$ cat src/rtl/input_port_ctrl.sv
// Router input port: flit FIFO with a route / wait-grant / forward FSM; IPC_TIMEOUT_EN adds a grant-wait timeout with packet drop.
// Latency: a header pushed in cycle 0 is in ROUTE in cycle 2 and is on ipc_flit_o in cycle 4 if granted in cycle 3.
// Backpressure: ipc_ready_o is low while the FIFO is full; ipc_ready_i low holds the FIFO head on ipc_flit_o.
module input_port_ctrl #(
    parameter int DEPTH          = 4,
    parameter int TIMEOUT_CYCLES = 64
) (
    input  logic       clk,
    input  logic       reset,
    input  logic [9:0] ipc_flit_i,
    input  logic       ipc_flit_valid_i,
    output logic       ipc_ready_o,
    output logic [7:0] ipc_addr_header_o,
    output logic       ipc_nhr_write_o,
    input  logic       ipc_grant_i,
    output logic       ipc_change_order_o,
    output logic [9:0] ipc_flit_o,
    output logic       ipc_flit_valid_o,
    input  logic       ipc_ready_i,
    output logic       ipc_timeout_o
);

    localparam int AW = $clog2(DEPTH);

    // typ[0] set: flit opens a packet (header/single); typ[1] set: flit closes it (tail/single)
    typedef struct packed {
        logic [1:0] typ;
        logic [7:0] payload;
    } flit_t;

    typedef enum logic [2:0] {
        IDLE       = 3'd0,
        ROUTE      = 3'd1,
        WAIT_GRANT = 3'd2,
        FORWARD    = 3'd3,
`ifdef IPC_TIMEOUT_EN
        DROP       = 3'd5,
`endif
        RELEASE    = 3'd4
    } state_t;

    state_t        state;
    state_t        state_nxt;

    flit_t         fifo_mem [DEPTH];
    logic [AW-1:0] wr_ptr;
    logic [AW-1:0] rd_ptr;
    logic [AW:0]   fifo_cnt;
    logic          fifo_full;
    logic          fifo_empty;
    logic          push;
    logic          pop;
    flit_t         head;
    logic          head_opens;
    logic          head_closes;
    logic          addr_ld;

    assign fifo_full   = (fifo_cnt == (AW+1)'(DEPTH));
    assign fifo_empty  = (fifo_cnt == '0);
    assign push        = ipc_flit_valid_i && !fifo_full;
    assign head        = fifo_mem[rd_ptr];
    assign head_opens  = head.typ[0];
    assign head_closes = head.typ[1];

    assign ipc_ready_o = !fifo_full;

    always_ff @(posedge clk) begin
        if (reset) begin
            wr_ptr   <= '0;
            rd_ptr   <= '0;
            fifo_cnt <= '0;
        end else begin
            if (push) wr_ptr <= wr_ptr + 1'b1;
            if (pop)  rd_ptr <= rd_ptr + 1'b1;
            case ({push, pop})
                2'b10:   fifo_cnt <= fifo_cnt + 1'b1;
                2'b01:   fifo_cnt <= fifo_cnt - 1'b1;
                default: fifo_cnt <= fifo_cnt;
            endcase
        end
    end

    // Storage is not reset; stale entries are masked by the empty gate on ipc_flit_o.
    always_ff @(posedge clk) begin
        if (push) fifo_mem[wr_ptr] <= flit_t'(ipc_flit_i);
    end

    assign ipc_flit_o = fifo_empty ? 10'h000 : 10'(head);

`ifdef IPC_TIMEOUT_EN
    localparam int CW = ($clog2(TIMEOUT_CYCLES + 1) > 8) ? $clog2(TIMEOUT_CYCLES + 1) : 8;

    logic [CW-1:0] wait_cnt;
    logic          timeout_hit;
    logic          timeout_q;

    // This cycle's no-grant increment would bring the count to the limit.
    assign timeout_hit = (wait_cnt == CW'(TIMEOUT_CYCLES - 1));

    always_ff @(posedge clk) begin
        if (reset) begin
            wait_cnt  <= '0;
            timeout_q <= 1'b0;
        end else begin
            if (state == ROUTE)
                wait_cnt <= '0;
            else if (state == WAIT_GRANT && !ipc_grant_i)
                wait_cnt <= wait_cnt + 1'b1;
            if (state == WAIT_GRANT && state_nxt == DROP)
                timeout_q <= 1'b1;
        end
    end

    assign ipc_timeout_o = timeout_q;
`else
    logic unused_timeout_cfg;
    assign unused_timeout_cfg = (TIMEOUT_CYCLES != 0);
    assign ipc_timeout_o      = 1'b0;
`endif

    always_ff @(posedge clk) begin
        if (reset) state <= IDLE;
        else       state <= state_nxt;
    end

    always_comb begin
        state_nxt = state;
        pop       = 1'b0;
        addr_ld   = 1'b0;
        case (state)
            IDLE: begin
                if (!fifo_empty) begin
                    if (head_opens) begin
                        state_nxt = ROUTE;
                        addr_ld   = 1'b1;
                    end else begin
                        pop = 1'b1;
                    end
                end
            end
            ROUTE: state_nxt = WAIT_GRANT;
            WAIT_GRANT: begin
                if (ipc_grant_i)
                    state_nxt = FORWARD;
`ifdef IPC_TIMEOUT_EN
                else if (timeout_hit)
                    state_nxt = DROP;
`endif
            end
            FORWARD: begin
                if (!fifo_empty && ipc_ready_i) begin
                    pop = 1'b1;
                    if (head_closes) state_nxt = RELEASE;
                end
            end
            RELEASE: state_nxt = IDLE;
`ifdef IPC_TIMEOUT_EN
            DROP: begin
                if (!fifo_empty) begin
                    pop = 1'b1;
                    if (head_closes) state_nxt = IDLE;
                end
            end
`endif
            default: state_nxt = IDLE;
        endcase
    end

    always_ff @(posedge clk) begin
        if (reset)        ipc_addr_header_o <= 8'h00;
        else if (addr_ld) ipc_addr_header_o <= head.payload;
    end

    assign ipc_nhr_write_o    = (state == ROUTE);
    assign ipc_change_order_o = (state == RELEASE);
    assign ipc_flit_valid_o   = (state == FORWARD) && !fifo_empty;

endmodule

$ cat config.mk
export PLATFORM = sky130hd
export DESIGN_NAME = input_port_ctrl
export DESIGN_NICKNAME = d
export VERILOG_FILES = /design/src/rtl/input_port_ctrl.sv
export SDC_FILE = /design/constraint.sdc
export NUM_CORES = 1
export LEC_CHECK = 0
export CORE_ASPECT_RATIO = 1.1
export CORE_UTILIZATION = 48
export DETAILED_ROUTE_END_ITERATION = 10
export PLACE_DENSITY = 0.79
export SKIP_LAST_GASP = 1
export SLEW_MARGIN = 20
export SYNTH_ARGS = -nofsm -noshare
export SYNTH_HDL_FRONTEND = slang
export SYNTH_SLANG_ARGS = --single-unit
$ cat constraint.sdc
create_clock -name clk -period 2.5 [get_ports clk]
set_clock_uncertainty 0.05 [all_clocks]
set_input_delay 0.5 -clock clk [delete_from_list [all_inputs] [get_ports clk]]
set_output_delay 0.5 -clock clk [all_outputs]
set_load 0.02 [all_outputs]
==> summary.md, run 1 <==
| Metric | Value |
|---|---|
| Outcome | `complete, but fails checks` |
| Failing checks | `DRC, setup timing` |
| Routed vias/inst | `5.28` |
| List of most frequent post-synthesis cells | `40 x edfxtp_1, 20 x dfxtp_1, 18 x nor2_1, 11 x and2_1` |
| PwrDens | `roughly 1100 nW/µm²` |
| DR iter-0 viols | `81` |
| Routed WL | `approximately 4500 µm` |
| HP Class | `reg -> reg` |
| Crit path max fanout | `3` |
| Worst r2r src | `fifo_mem[3][8]` |
| Port bufs | `36` |
| Slew Limit Fails | `0` |
| Top-area cell type share of the netlist area | `48.3%` |
| Slew headroom | `roughly three fifths` |
| Die H | `roughly 78 µm` |
| Count leader, synth | `edfxtp_1` |
| R2R depth | `9` |
| Final hold vios | `0` |
| Hold path start | `ipc_addr_header_o[0]` |
| Nets@finish | `240` |
| VDD IR-drop max | `just over 0.4 mV` |
| Post-synthesis sequential area ratio | `64.4%` |
| FF-to-FF setup slack | `-0.03 ns` |
| Fin crit period | `around 2.5 ns` |
| # IOs | `38` |
| Row count | `27` |
| Num CTS Buffers | `9` |
| Unrepaired setup endpoints after global routing | `yes` |
| Max-capacitance violation count | `0` |
| Gr usage total | `between 10% and 20%` |
| Synth area leader | `edfxtp_1` |
| RR Endpoint | `fifo_cnt[2]` |
| Share of cells above drive strength 1 | `~16%` |
| Final Setup Violations | `6` |
| Critical Path RT | `2.72 ns` |
| Starting Density | `between 40% and 50%` |
| Setup WS post-layout | `-0.0331 ns` |
| Crit end category | `flip-flop` |
| Cells after Synth | `between 150 and 200` |
| Yosys reg bits | `60` |
| DRC | `3` |
| Via count | `approximately 1500` |
| Core ar. | `approximately 5000 µm²` |
| Area delta synth->final | `26.8%` |
| Final global-route overflow total | `0` |
| Setup TNS | `-0.0938 ns` |
| Fmax | `about 0.39 GHz` |
| Critical path class | `reg -> reg` |
| Worst-path clk slew | `roughly 0.07 ns` |
| P_leak | `between 0.001 and 0.0015 µW` |
| Startpoint types | `flip-flop` |
| EDFF count, synth | `40` |
| Clk root buf | `clkbuf_8` |
| RePlAce Congestion | `about 0.76` |
| ANT nets after route | `0` |
| Final period utilization | `101%` |
| Syn Nets | `roughly 190` |
| Post-Syn Area | `approximately 2500 µm²` |
| Asr flop ratio synth | `0%` |
| Die width | `70.7 µm` |
| CTS HTree Levels | `3` |
| Post-DR wirelength/cell | `about 16 µm` |
| Prevailing post-synth register cell | `edfxtp_1` |
| Initial antenna violation count | `0` |
| First-pass GRT wire length | `a little over 7000 µm` |
| Inserted Diodes | `0` |
| Clk buf depth | `2` |
| Worst slew pin tran | `between 0.6 and 0.7 ns` |
| CTS Hold Bufs | `0` |
| Worst EP arrival | `2.75 ns` |
| Synth Area per Inst | `14.6 µm²` |
| Vias in the first global route | `approximately 1500` |
| Largest net degree at the start of global routing | `11` |
| Hold depth | `2` |
| Clk_lat worst skew | `0.33 ns` |
| Unique masters post-synth | `36` |
| Worst min-delay path endpoint | `ipc_addr_header_o[0]` |
| Top post-synthesis cells by area | `edfxtp_1 48%, dfxtp_1 16%, mux4_1 9.5%` |
| CTS tree | `yes` |
| Drt pass-1 iters | `9` |
| Worst Hold Slack | `around 0.44 ns` |
| Post-DP HPWL | `3040 µm` |
| Synth warn | `0` |
| Clock sinks | `60` |
| Die Area | `between 5000 and 6000 µm²` |
[final cells by class]
| cell class | instances | area, µm² |
|---|---|---|
| multi-input cells | 93 | 815 |
| clock buffers | 12 | 155 |
| inverters | 7 | 26.3 |
| well taps | 58 | 72.6 |
| repair buffers | 48 | 438 |
| clock inverters | 4 | 47.5 |
| flip-flops and latches | 60 | 1600 |
| fillers | 386 | 1840 |
[report_power, final]
part           switching (µW)  internal, µW
Sequential                109          1230
Clock                     360           511
Combinational             703           628
Total                    1170          2370
[cell families after synthesis]
group,count (synthesis),synth area share [%]
adders and majority gates,6,3.32
buffers and inverters,17,3.07
and+or+nand+nor,50,10.6
muxes,19,14.0
AOI/OAI and AO/OA,14,3.47
DFF,60,64.4
other,1,0.151
xor gates and xnor gates,3,1.06
[critical path: stages, from the launching register on]
cell and delay [ns]:
edfxtp_1 0.36, mux4_2 0.49, o31a_1 0.29, nor2_2 0.13, ha_2 0.19, inv_1 0.05
fa_2 0.33, xor2_1 0.15, or3_1 0.31, a21oi_1 0.12
[metal layers]
metal  track usage (%)  part of all wire (%)  vias to the layer above
met5                 0                     0                        -
met4              9.60                   1.4                        0
met3              5.71                   6.8                        6
met2              32.0                    54                       47
met1              20.0                    38                      703
li1                  -                     -                      732
[metrics by stage]
stage,worst slack (ns),power (µW),util [%],std cells,cell area (µm²)
final,-0.0331,3550,63.1,282,3160
after global routing,-0.107,3740,63.1,282,3160
after CTS,-0.0815,3570,63.2,282,3160
after detailed placement,-0.136,2740,59.1,265,2950
after global placement,-0.0936,2710,59.1,265,2950
after floorplan,-0.0949,2210,-,170,2490
[state kept, by name, summed over array words and instances (netlist names), named ones only]
register and cells:
ipc_addr_header_o 8, wr_ptr 2, state 3, fifo_cnt 3, rd_ptr 2, fifo_mem 40
[cells in the final DEF, fill, tap and decap left out, types with 7 or more instances in the layout]
cell type        instances
buf_4                   12
clkbuf_8                11
clkdlybuf4s50_1         26
and2_1                  11
edfxtp_1                40
dfxtp_1                 19
mux2i_1                  9
nor2_1                  17
dlygate4sd2_1           10
inv_1                    7
mux4_1                   8
a21oi_1                  7
[timing repair]
item | CTS | global route
buffers inserted | 1 | 0
setup endpoints to repair | 11 | 11
pin swaps | 4 | 2
gates resized for setup | 14 | 1
[worst max-delay path by stage]
stage	from	to	slack [ns]	depth (start not counted)
floorplan	flip-flop	fifo_cnt[2]	-0.09	10
global placement	ipc_ready_i	fifo_cnt[2]	-0.09	10
detailed placement	ipc_ready_i	fifo_cnt[2]	-0.14	10
CTS	fifo_mem[3][8]	fifo_cnt[2]	-0.08	9
global route	fifo_mem[3][8]	fifo_cnt[2]	-0.11	9
finish	fifo_mem[3][8]	fifo_cnt[2]	-0.03	9
Power figures use the tool's default switching activity.
==> run 2: changes to the inputs <==
--- a/config.mk
+++ b/config.mk
@@ -6,9 +6,11 @@
 export NUM_CORES = 1
 export LEC_CHECK = 0
 export CORE_ASPECT_RATIO = 1.1
+export CORE_MARGIN = 3
 export CORE_UTILIZATION = 48
 export DETAILED_ROUTE_END_ITERATION = 10
 export PLACE_DENSITY = 0.79
+export SKIP_CTS_REPAIR_TIMING = 1
 export SKIP_LAST_GASP = 1
 export SLEW_MARGIN = 20
 export SYNTH_ARGS = -nofsm -noshare
==> summary.md, run 2 (synthesis results as in run 1) <==
| Metric | Value |
|---|---|
| Outcome | `complete, but fails checks` |
| Failing checks | `setup timing` |
| Initial antenna violation count | `0` |
| Design area | `around 3200 µm²` |
| Routed vias/inst | `between 5 and 6` |
| CTS HTree Levels | `3` |
| Worst-path clk slew | `approximately 0.07 ns` |
| VDD IR-drop max | `a little over 0.5 mV` |
| DP Area | `2940 µm²` |
| Area delta synth->final | `27.6%` |
| Hold path start | `ipc_addr_header_o[0]` |
| Clk buf depth | `2` |
| Core ar. | `about 4800 µm²` |
| Share of cells above drive strength 1 | `a little over an eighth` |
| Multi-input gate area | `~810 µm²` |
| Critical path class | `reg -> out` |
| Routed WL | `around 4300 µm` |
| Drt pass-1 iters | `5` |
| Final period utilization | `106%` |
| Most common cell after layout, fill and taps aside | `edfxtp_1` |
| Crit path max fanout | `9` |
| Worst EP arrival | `around 2.1 ns` |
| Clk root buf | `clkbuf_8` |
| Top reg by flops | `fifo_mem` |
| ANT nets after route | `0` |
| Num CTS Buffers | `9` |
| Worst Hold Slack | `0.447 ns` |
| CTS tree | `yes` |
| Clock sinks | `60` |
| HP Class | `reg -> reg` |
| DR iter-0 viols | `45` |
| Biggest registers after layout | `fifo_mem (40), ipc_addr_header_o (8)` |
| Die Area | `between 6000 and 7000 µm²` |
| P_leak | `between 0.001 and 0.0015 µW` |
| Worst slew pin tran | `0.545 ns` |
| RePlAce Congestion | `0.808` |
| Slew Limit Fails | `0` |
| Setup TNS | `-0.215 ns` |
| Inserted Diodes | `0` |
| Wl on met1 | `between 1500 and 2000 µm` |
| DRC | `0` |
| Critical Path RT | `around 2.0 ns` |
| Final global-route overflow total | `0` |
| Port bufs | `36` |
| Nets@finish | `around 240` |
| Via count | `about 1500` |
| FF-to-FF setup slack | `-0.07 ns` |
| Unrepaired setup endpoints after global routing | `yes` |
| Post-DP HPWL | `between 2000 and 3000 µm` |
| Worst min-delay path endpoint | `ipc_addr_header_o[0]` |
| First-pass GRT wire length | `~7000 µm` |
| Max-capacitance violation count | `0` |
| Clk_lat worst skew | `about 0.33 ns` |
| Final hold vios | `0` |
| Die width | `about 75 µm` |
| Setup WS post-layout | `-0.145 ns` |
| Register area | `1600 µm²` |
| Hold depth | `2` |
| Final Setup Violations | `2` |
| Fin crit period | `~2.6 ns` |
| Fmax | `between 0.3 and 0.4 GHz` |
| Tot Pwr | `3570 µW` |
| Gr usage total | `16.1%` |
| Commonest cells after routing, fill and taps aside | `40 x edfxtp_1, 27 x clkdlybuf4s50_1, 19 x dfxtp_1, 18 x nor2_1, 11 x and2_1` |
| Fillers | `approximately 350` |
| RR Endpoint | `fifo_cnt[2]` |
| Startpoint types | `flip-flop` |
| Post-DR wirelength/cell | `15.6 µm` |
| Largest register FFs | `40` |
| Vias in the first global route | `between 1000 and 1500` |
| Crit end category | `output pin` |
| Die H | `81.5 µm` |
| R2R depth | `9` |
| PwrDens | `about 1100 nW/µm²` |
| Metal2 WL | `2270 µm` |
| Row count | `26` |
| # IOs | `38` |
| Slew headroom | `between 60% and 70%` |
| Met3 WL | `just over 300 µm` |
| Top routing layer in use | `met4` |
| Starting Density | `between 50% and 60%` |
| Largest net degree at the start of global routing | `12` |
## run 2: worst max-delay path, stage by stage, from the launching register on
cell	delay (ns)
dfxtp_2	0.35
buf_6	0.16
mux4_2	0.55
and2_1	0.18
clkdlybuf4s50_1	0.53
## run 2: worst max-delay path by stage
stage | start | endpoint | slack, ns | cells past startpoint
final | flip-flop | ipc_flit_o[9] | -0.14 | 4
after global routing | flip-flop | ipc_flit_o[9] | -0.21 | 4
after CTS | flip-flop | ipc_flit_o[9] | -0.34 | 4
after detailed placement | ipc_ready_i | fifo_cnt[2] | -0.14 | 10
after global placement | ipc_ready_i | fifo_cnt[2] | -0.09 | 10
after floorplan | flip-flop | fifo_cnt[2] | -0.09 | 10
## run 2: where the power goes
group          switching (µW)  internal (µW)
Clock                     353            518
Sequential                115           1230
Combinational             691            663
## run 2: per-stage QoR
| step | std cells | util [%] | setup slack, ns |
|---|---|---|---|
| 3_3_place_gp | 262 | 61.1 | -0.0945 |
| 6_report | 278 | 66.0 | -0.145 |
| 5_1_grt | 278 | 66.0 | -0.214 |
| 3_5_place_dp | 262 | 61.1 | -0.144 |
| 4_1_cts | 278 | 65.4 | -0.345 |
| 2_1_floorplan | 170 | - | -0.0949 |
## run 2: cell type report
class                      instances  area share, %
sequential                        60           50.5
multi-input combinational         93           25.5
timing repair buffer              46           14.5
clock buffer                      12           4.93
tap                               56           2.21
clock inverter                     4           1.50
inverter                           7          0.827
## run 2: routing by layer
layer	global-route usage, %	vias up
met2	26.9	41
met1	18.1	701
li1	-	728
met4	8.36	0
met5	0	-
met3	5.75	2
